**src/rtl/ser_pkg.sv**
```systemverilog
// Purpose: shared types and constants for the word-to-bit serializer.
// Latency: n/a (declarations only).
// Backpressure: n/a.
package ser_pkg;

    // Shifter FSM: IDLE drives the idle level, SHIFT emits one data bit per cycle.
    typedef enum logic [0:0] {
        IDLE  = 1'b0,
        SHIFT = 1'b1
    } ser_state_t;

    // Legal word lengths for the WIDTH parameter.
    localparam int SER_WIDTH_MIN = 2;
    localparam int SER_WIDTH_MAX = 32;

    // Width of the in-word bit counter for a given word length.
    function automatic int ser_cnt_bits(input int width);
        return $clog2(width);
    endfunction

endpackage

```
**src/rtl/ser_hold_buf.sv**
```systemverilog
// Purpose: one-entry holding register for a word that arrives while the shifter is busy.
// Latency: word is visible on hold_dat the cycle after load_vld.
// Backpressure: owner stalls the producer when full and not draining; load wins over drain.
module ser_hold_buf #(
    parameter int WIDTH = 8
) (
    input  logic             Clk,
    input  logic             Rst,
    input  logic             load_vld,
    input  logic [WIDTH-1:0] load_dat,
    input  logic             drain,
    output logic             full,
    output logic [WIDTH-1:0] hold_dat
);

    // Load has priority: a drain and a load on the same edge leave the new word held.
    always_ff @(posedge Clk or posedge Rst) begin
        if (Rst) begin
            full     <= 1'b0;
            hold_dat <= '0;
        end else if (load_vld) begin
            full     <= 1'b1;
            hold_dat <= load_dat;
        end else if (drain) begin
            full     <= 1'b0;
        end
    end

endmodule

```
**src/rtl/bit_serializer.sv**
```systemverilog
// Purpose: parallel word to serial bit stream (X/X_Valid/Last); SER_HOLD_BUF_EN adds a one-entry holding buffer.
// Latency: first bit on X the cycle after the accept edge; a word occupies WIDTH consecutive cycles.
// Backpressure: In_Ready in IDLE and Last cycle (unbuffered) or while the buffer can take a word (buffered).
module bit_serializer #(
    parameter int WIDTH     = 8,     // word length, legal range 2..32
    parameter bit MSB_FIRST = 1'b1,  // 1: MSB leaves first, 0: LSB leaves first
    parameter bit IDLE_BIT  = 1'b0   // level on X when no bit is valid
) (
    input  logic             Clk,
    input  logic             Rst,
    input  logic [WIDTH-1:0] Din,
    input  logic             In_Valid,
    output logic             In_Ready,
    output logic             X,
    output logic             X_Valid,
    output logic             Last
);
    import ser_pkg::*;

    localparam int            CW       = ser_cnt_bits(WIDTH);
    localparam logic [CW-1:0] CNT_LAST = CW'(WIDTH - 1);

    ser_state_t       state;
    ser_state_t       state_nxt;
    logic [CW-1:0]    cnt;
    logic [CW-1:0]    cnt_nxt;
    logic [WIDTH-1:0] sreg;
    logic [WIDTH-1:0] sreg_nxt;
    logic [WIDTH-1:0] sreg_shifted;

    logic             rdy_en;      // low while in reset and until the first edge after release
    logic             last_bit;    // current X is the final bit of the word
    logic             accept;      // producer handshake completes on this edge
    logic             load_vld;    // a new word enters the shifter on this edge
    logic [WIDTH-1:0] load_dat;

    assign last_bit = (state == SHIFT) && (cnt == CNT_LAST);
    assign accept   = In_Valid && In_Ready;

    // The bit on X always sits at the outgoing end of the shift register.
    assign sreg_shifted = MSB_FIRST ? {sreg[WIDTH-2:0], 1'b0} : {1'b0, sreg[WIDTH-1:1]};

`ifdef SER_HOLD_BUF_EN
    logic             buf_full;
    logic [WIDTH-1:0] buf_dat;
    logic             buf_drain;
    logic             buf_load;
    logic             direct;

    // The buffer empties into the shifter at the end of every Last cycle in
    // which it is full, so that cycle can also take a new word into the slot
    // being freed: ready counts a draining buffer as not full.
    assign buf_drain = last_bit && buf_full;
    assign In_Ready  = rdy_en && (!buf_full || last_bit);

    // Words go straight to the shifter when it is idle or finishing with nothing
    // queued; otherwise they wait in the buffer.
    assign direct    = accept && ((state == IDLE) || (last_bit && !buf_full));
    assign buf_load  = accept && !direct;
    assign load_vld  = direct || buf_drain;
    assign load_dat  = buf_drain ? buf_dat : Din;

    ser_hold_buf #(
        .WIDTH (WIDTH)
    ) u_hold_buf (
        .Clk      (Clk),
        .Rst      (Rst),
        .load_vld (buf_load),
        .load_dat (Din),
        .drain    (buf_drain),
        .full     (buf_full),
        .hold_dat (buf_dat)
    );
`else
    // Without a buffer the only free slots are idle and the final bit of a word.
    assign In_Ready = rdy_en && ((state == IDLE) || last_bit);
    assign load_vld = accept;
    assign load_dat = Din;
`endif

    // Ready enable: held low by reset, rises on the first edge after release.
    always_ff @(posedge Clk or posedge Rst) begin
        if (Rst) begin
            rdy_en <= 1'b0;
        end else begin
            rdy_en <= 1'b1;
        end
    end

    // FSM state, bit counter and shift register.
    always_ff @(posedge Clk or posedge Rst) begin
        if (Rst) begin
            state <= IDLE;
            cnt   <= '0;
            sreg  <= '0;
        end else begin
            state <= state_nxt;
            cnt   <= cnt_nxt;
            sreg  <= sreg_nxt;
        end
    end

    // Next state and serial outputs; a word loaded in the Last cycle keeps the FSM in SHIFT.
    always_comb begin
        state_nxt = state;
        cnt_nxt   = cnt;
        sreg_nxt  = sreg;
        X         = IDLE_BIT;
        X_Valid   = 1'b0;
        Last      = 1'b0;

        case (state)
            IDLE: begin
                if (load_vld) begin
                    state_nxt = SHIFT;
                    cnt_nxt   = '0;
                    sreg_nxt  = load_dat;
                end
            end
            SHIFT: begin
                X       = MSB_FIRST ? sreg[WIDTH-1] : sreg[0];
                X_Valid = 1'b1;
                Last    = last_bit;
                if (last_bit) begin
                    // Counter wraps on every word boundary, whether or not a word follows.
                    cnt_nxt = '0;
                    if (load_vld) begin
                        sreg_nxt = load_dat;
                    end else begin
                        state_nxt = IDLE;
                    end
                end else begin
                    cnt_nxt  = cnt + 1'b1;
                    sreg_nxt = sreg_shifted;
                end
            end
            default: begin
                state_nxt = IDLE;
                cnt_nxt   = '0;
            end
        endcase
    end

endmodule

```
**config.mk**
```make
export PLATFORM = sky130hd
export DESIGN_NAME = bit_serializer
export DESIGN_NICKNAME = d
export VERILOG_FILES = /design/src/rtl/ser_pkg.sv /design/src/rtl/ser_hold_buf.sv /design/src/rtl/bit_serializer.sv
export SDC_FILE = /design/constraint.sdc
export NUM_CORES = 1
export LEC_CHECK = 0
export CORE_AREA = 4 4 41 43
export DETAILED_ROUTE_END_ITERATION = 10
export DIE_AREA = 0 0 45 47
export PLACE_DENSITY = 0.74
export SLEW_MARGIN = 15
export SYNTH_ARGS = -nofsm -noshare
export SYNTH_HDL_FRONTEND = slang
export SYNTH_SLANG_ARGS = --single-unit
export TNS_END_PERCENT = 100
```
**constraint.sdc**
```tcl
create_clock -name Clk -period 2.5 [get_ports Clk]
set_input_delay 0.5 -clock Clk [delete_from_list [all_inputs] [get_ports Clk]]
set_output_delay 0.5 -clock Clk [all_outputs]
set_load 0.05 [all_outputs]
```
=== Word-level counts from Yosys, hierarchy flattened ===
Cells that the tools add are included.

* Flip-flop bits (word level): 13
* Word-level logic and storage cells: 24
* Output and inout port bits: 4
* Input port bits: 11

* Reductions and logical operators: 4
* $add $sub $neg: 1
* Bitwise operators: 1
* Multiplexer cells: 12
* Equality and inequality tests: 2

{| class="wikitable"
|+ Operator list
! operator !! count
|-
| 2-to-1 mux 8 bit || 2
|-
| case mux 8 bit (2 select lines) || 1
|-
| 2-to-1 mux 3 bit || 2
|-
| case mux 3 bit (2 select lines) || 1
|-
| 2-to-1 mux 1 bit || 5
|-
| adder 3 x 1 -> 3 bit (second input constant) || 1
|-
| equality test 3 bit (second input constant) || 1
|-
| logical AND 1 bit || 3
|-
| != test 2 bit (second input constant) || 1
|-
| case mux 1 bit (2 select lines) || 1
|-
| logical OR 1 bit || 1
|-
| NOT 1 bit || 1
|}

=== Depth between registers and ports, before layout ===
* Depth after elaboration: 8
* Depth in mapped cells: 6
* Depth with buffers taken out: 5

=== Worst setup path after synthesis ===
Ideal clock, no wire load.

* Kind: register to output
* Start point: reg state
* End point: out In_Ready
* Setup slack: 0.390 ns
* Cell stages (with the launch flop): 4
* Data required time: 2.000 ns
* Arrival time: 1.610 ns
* Path through: dfrtp_1 nor2b_4 buf_6 nor2b_1

* Word-level cells in the longest chain between the ends: 3
* Elaborated cells on any way between the ends: 4
* Those cells by class: 1 x bitwise; 3 x reduce/logical

{| class="wikitable"
|+ Ends and longest elaborated chain
! what !! line !! source
|-
| from (decl) || bit_serializer.sv:23 || <nowiki>ser_state_t state;</nowiki>
|-
| from (signal assigned) || bit_serializer.sv:97 || <nowiki>state <= state_nxt;</nowiki>
|-
| logical AND 1 bit / NOT 1 bit (equally long branches) || -- ||
|-
| logical OR 1 bit * || bit_serializer.sv:76 || <nowiki>assign In_Ready = rdy_en && ((state == IDLE) || last_bit);</nowiki>
|-
| logical AND 1 bit * || bit_serializer.sv:76 ||
|-
| to (decl) || bit_serializer.sv:13 || <nowiki>output logic In_Ready,</nowiki>
|}

Every way passes the cells marked *; elsewhere a longest branch is shown, timed or not.

=== Worst setup path after layout ===
* Start point: reg cnt[0]
* End point: out In_Ready

* Word-level cells in the longest chain between the ends: 4

{| class="wikitable"
|+ Ends and longest elaborated chain
! what !! line !! source
|-
| from (decl) || bit_serializer.sv:25 || <nowiki>logic [CW-1:0] cnt;</nowiki>
|-
| from (signal assigned) || bit_serializer.sv:98 || <nowiki>cnt <= cnt_nxt;</nowiki>
|-
| equality test 3 bit || bit_serializer.sv:37 || <nowiki>assign last_bit = (state == SHIFT) && (cnt == CNT_LAST);</nowiki>
|-
| logical AND 1 bit || bit_serializer.sv:37 ||
|-
| logical OR 1 bit || bit_serializer.sv:76 ||
|-
| logical AND 1 bit || bit_serializer.sv:76 ||
|}

No other way between the ends.

==> impl_metrics.yaml <==
synthesis:
  yosysSeqAreaShare_pct: 54.5
  postSynthAreaPerCell_sq_um: 12.7
  yosys_warnings: 0
  yosys.area.top_type: "dfrtp_1"
  synth_fp_nets: 60
  synthMuxAreaShare_pct: 1.89
  synth_xor_xnor_area_share_pct: 0
  synth.distinct_cells: 18
  yosysTopAreaCellShare_pct: 54.5
  synth_top_family_by_area: "simple AND/OR/NAND/NOR gates"
  synth-simple-area-share_pct: 18.9
  postSynthCellCount: 47
  synth-seq-cells: 13
  synthAdderAreaFrac_pct: 4.19
  netlist_area_sq_um: 597
  netlist_top_cells_area: "dfrtp_1 (55%), a221o_1 (6.7%), and2_1 (6.3%), a221o_2 (5.7%), and2_2 (5.0%)"
  synth-compound-area-share_pct: 16.8
worst_setup_path:
  cp-start-kind: "register"
  end_kind: "primary output"
  critPathMaxFanout: 14
  crit_arrival_ps: 1630
  path_class: "register to primary output"
  worst_r2r_path_depth: 5
  reg2reg_to: "sreg[1]$_DFF_PP0_"
  reg2reg_from: "cnt[0]$_DFFE_PP0P_"
  worstPathRequired_ps: 2000
  r2r_slack_ps: 720
layout:
  syn_to_final_growth_pct: 29.1
  drive_gt1_share_pct: 23.4
  antenna_cells: 0
  final_util_pct: 59.2
  stdcell_count: 79
  finalNetCount: 78
drt:
  routed_wl_um: 1030
  num_vias: 421
  viasPerCell: 5.33
  wl_per_cell_um: 13.1
  drc_errors: 0
  drtIter0Drc: 6
  first_pass_iters: 4
  ant_nets: 0
placed_design:
  dp_slack_ps: 323
  io_buffers: 14
  placed_cells: 75
  hpwlAfterDp_um: 765
  place_congestion: 0.662
timing:
  finalWorstPathRequiredPeriod_ps: 2130
  finClkSkew_ps: 1.67
  drv_slew: 0
  worst_pin_slew_ps: 520
  slew_headroom_pct: 65.2
  worst_slack_ps: 366
  rsz0062_at_grt: "no"
  finalHoldViolCount: 0
  min_period_over_period_pct: 85.4
  finalSetupViolCount: 0
  fmaxAchievable_ghz: 0.469
  finalSetupTns_ps: 0
cts:
  htree_levels: 1
  cts.sinks: 13
  cts_hold_buf: 0
  clk_latency_ps: 270
  cts_tree: "done"
  numCtsBuffers: 3
  root_buffer: "clkbuf_4"
  clk_pin_slew_worst_paths_ps: 80
  cts_buffer_depth: 2
min_path:
  min_from: "sreg[2]$_DFF_PP0_"
  min_path_cells: 1
  whs_endpoint: "sreg[2]$_DFF_PP0_"
  min_path_type: "register to register"
grt:
  use_met3_pct: 2.30
  track_usage_pct: 11.6
  busiest_layer: "met2"
  overflow: 0
  use_met2_pct: 18.4
  grt_pass1_vias: 418
  grt_max_degree: 15
  antenna_found_initial: 0
  grt_pass1_wl_um: 1740
  use_met1_pct: 14.8
power_and_ir_drop:
  power_mw: 0.882
  power_density_mw_per_mm2: 1140
  peakVddDrop_uv: 612
  p_leak_nw: 0.380
die:
  rows: 13
  core_region_area_sq_mm: 0.00130
  die_area_sq_mm: 0.00212
  start_util_pct: 45.9
  dieWidth_um: 45
  num_io_pins: 15
  dieHeight_um: 47
outcome:
  status: "finished clean"
flow_run:
  maxCapViolations: 0
## cells by family after synthesis
| family | Yosys count |
|---|---|
| simple gates | 17 |
| fa+ha+maj | 2 |
| buf+inv | 3 |
| flops | 13 |
| mux | 1 |
| other cells | 1 |
| compound gates | 10 |
## where the power goes
| part | internal (mW) | total (mW) | leakage [nW] | switching (mW) |
|---|---|---|---|---|
| registers | 0.284 | 0.326 | 0.166 | 0.0416 |
| clock network | 0.0618 | 0.127 | 0.0150 | 0.0656 |
| logic | 0.196 | 0.429 | 0.199 | 0.232 |
| total | 0.542 | 0.882 | 0.380 | 0.340 |
## layer usage
metal / routed length [um] / vias to the layer above
li1: - / 200
met3: 54 / 4
met1: 496 / 208
met5: 0 / -
met2: 460 / 9
met4: 22 / 0
## registers in the layout, indices dropped and copies added, names as in the netlist
signal,flops
cnt,3
rdy_en,1
state,1
sreg,8
## cells in the final DEF (no fill, tap or decap), types with 2 or more instances in the layout
master	Yosys	layout
and2_2	4	4
inv_1	2	2
nor2_1	2	2
and2_1	6	6
clkdlybuf4s50_1	0	12
dfrtp_1	13	13
ha_1	2	2
clkbuf_4	0	3
a221o_1	4	4
a22o_1	2	2
a221o_2	3	3
## critical path, stage by stage (launching register included)
cell and delay [ps]:
dfrtp_1 390, ha_1 200, ha_1 210, nor2b_4 280, nor2b_1 80, buf_4 200
## cell usage after synthesis
library cell / number
ha_1: 2
and2_1: 6
a21o_2: 1
nor2b_4: 1
nor2b_1: 1
nor3b_1: 1
nor2_1: 2
nor2_2: 1
nand2_1: 1
a221o_1: 4
mux2_2: 1
conb_1: 1
a22o_1: 2
buf_6: 1
inv_1: 2
dfrtp_1: 13
and2_2: 4
a221o_2: 3
## per-stage QoR
stage	area, sq um	hold WS [ps]
2_1_floorplan	597	377
3_3_place_gp	742	488
3_5_place_dp	742	489
4_1_cts	768	509
5_1_grt	771	526
6_report	771	509
## layout make-up
type | instances | area, sq um
inverter | 2 | 7.51
timing repair buffer | 14 | 140
fill | 120 | 531
sequential | 13 | 325
tap | 15 | 18.8
multi-input combinational | 31 | 253
clock buffer | 4 | 26.3
## worst max-delay path by stage
stage                to  slack (ps)          startpoint
2_1_floorplan  In_Ready         390     state$_DFF_PP0_
3_3_place_gp       Last         350  cnt[0]$_DFFE_PP0P_
3_5_place_dp       Last         320  cnt[0]$_DFFE_PP0P_
4_1_cts            Last          20  cnt[0]$_DFFE_PP0P_
5_1_grt        In_Ready         250  cnt[0]$_DFFE_PP0P_
6_report       In_Ready         370  cnt[0]$_DFFE_PP0P_
## repair_timing
item                                    in CTS  in global routing
endpoints found under the setup margin       0                  1
gates resized for setup                      0                  1
setup buffers                                0                  0
No activity file was read; power rests on OpenSTA's default activity.
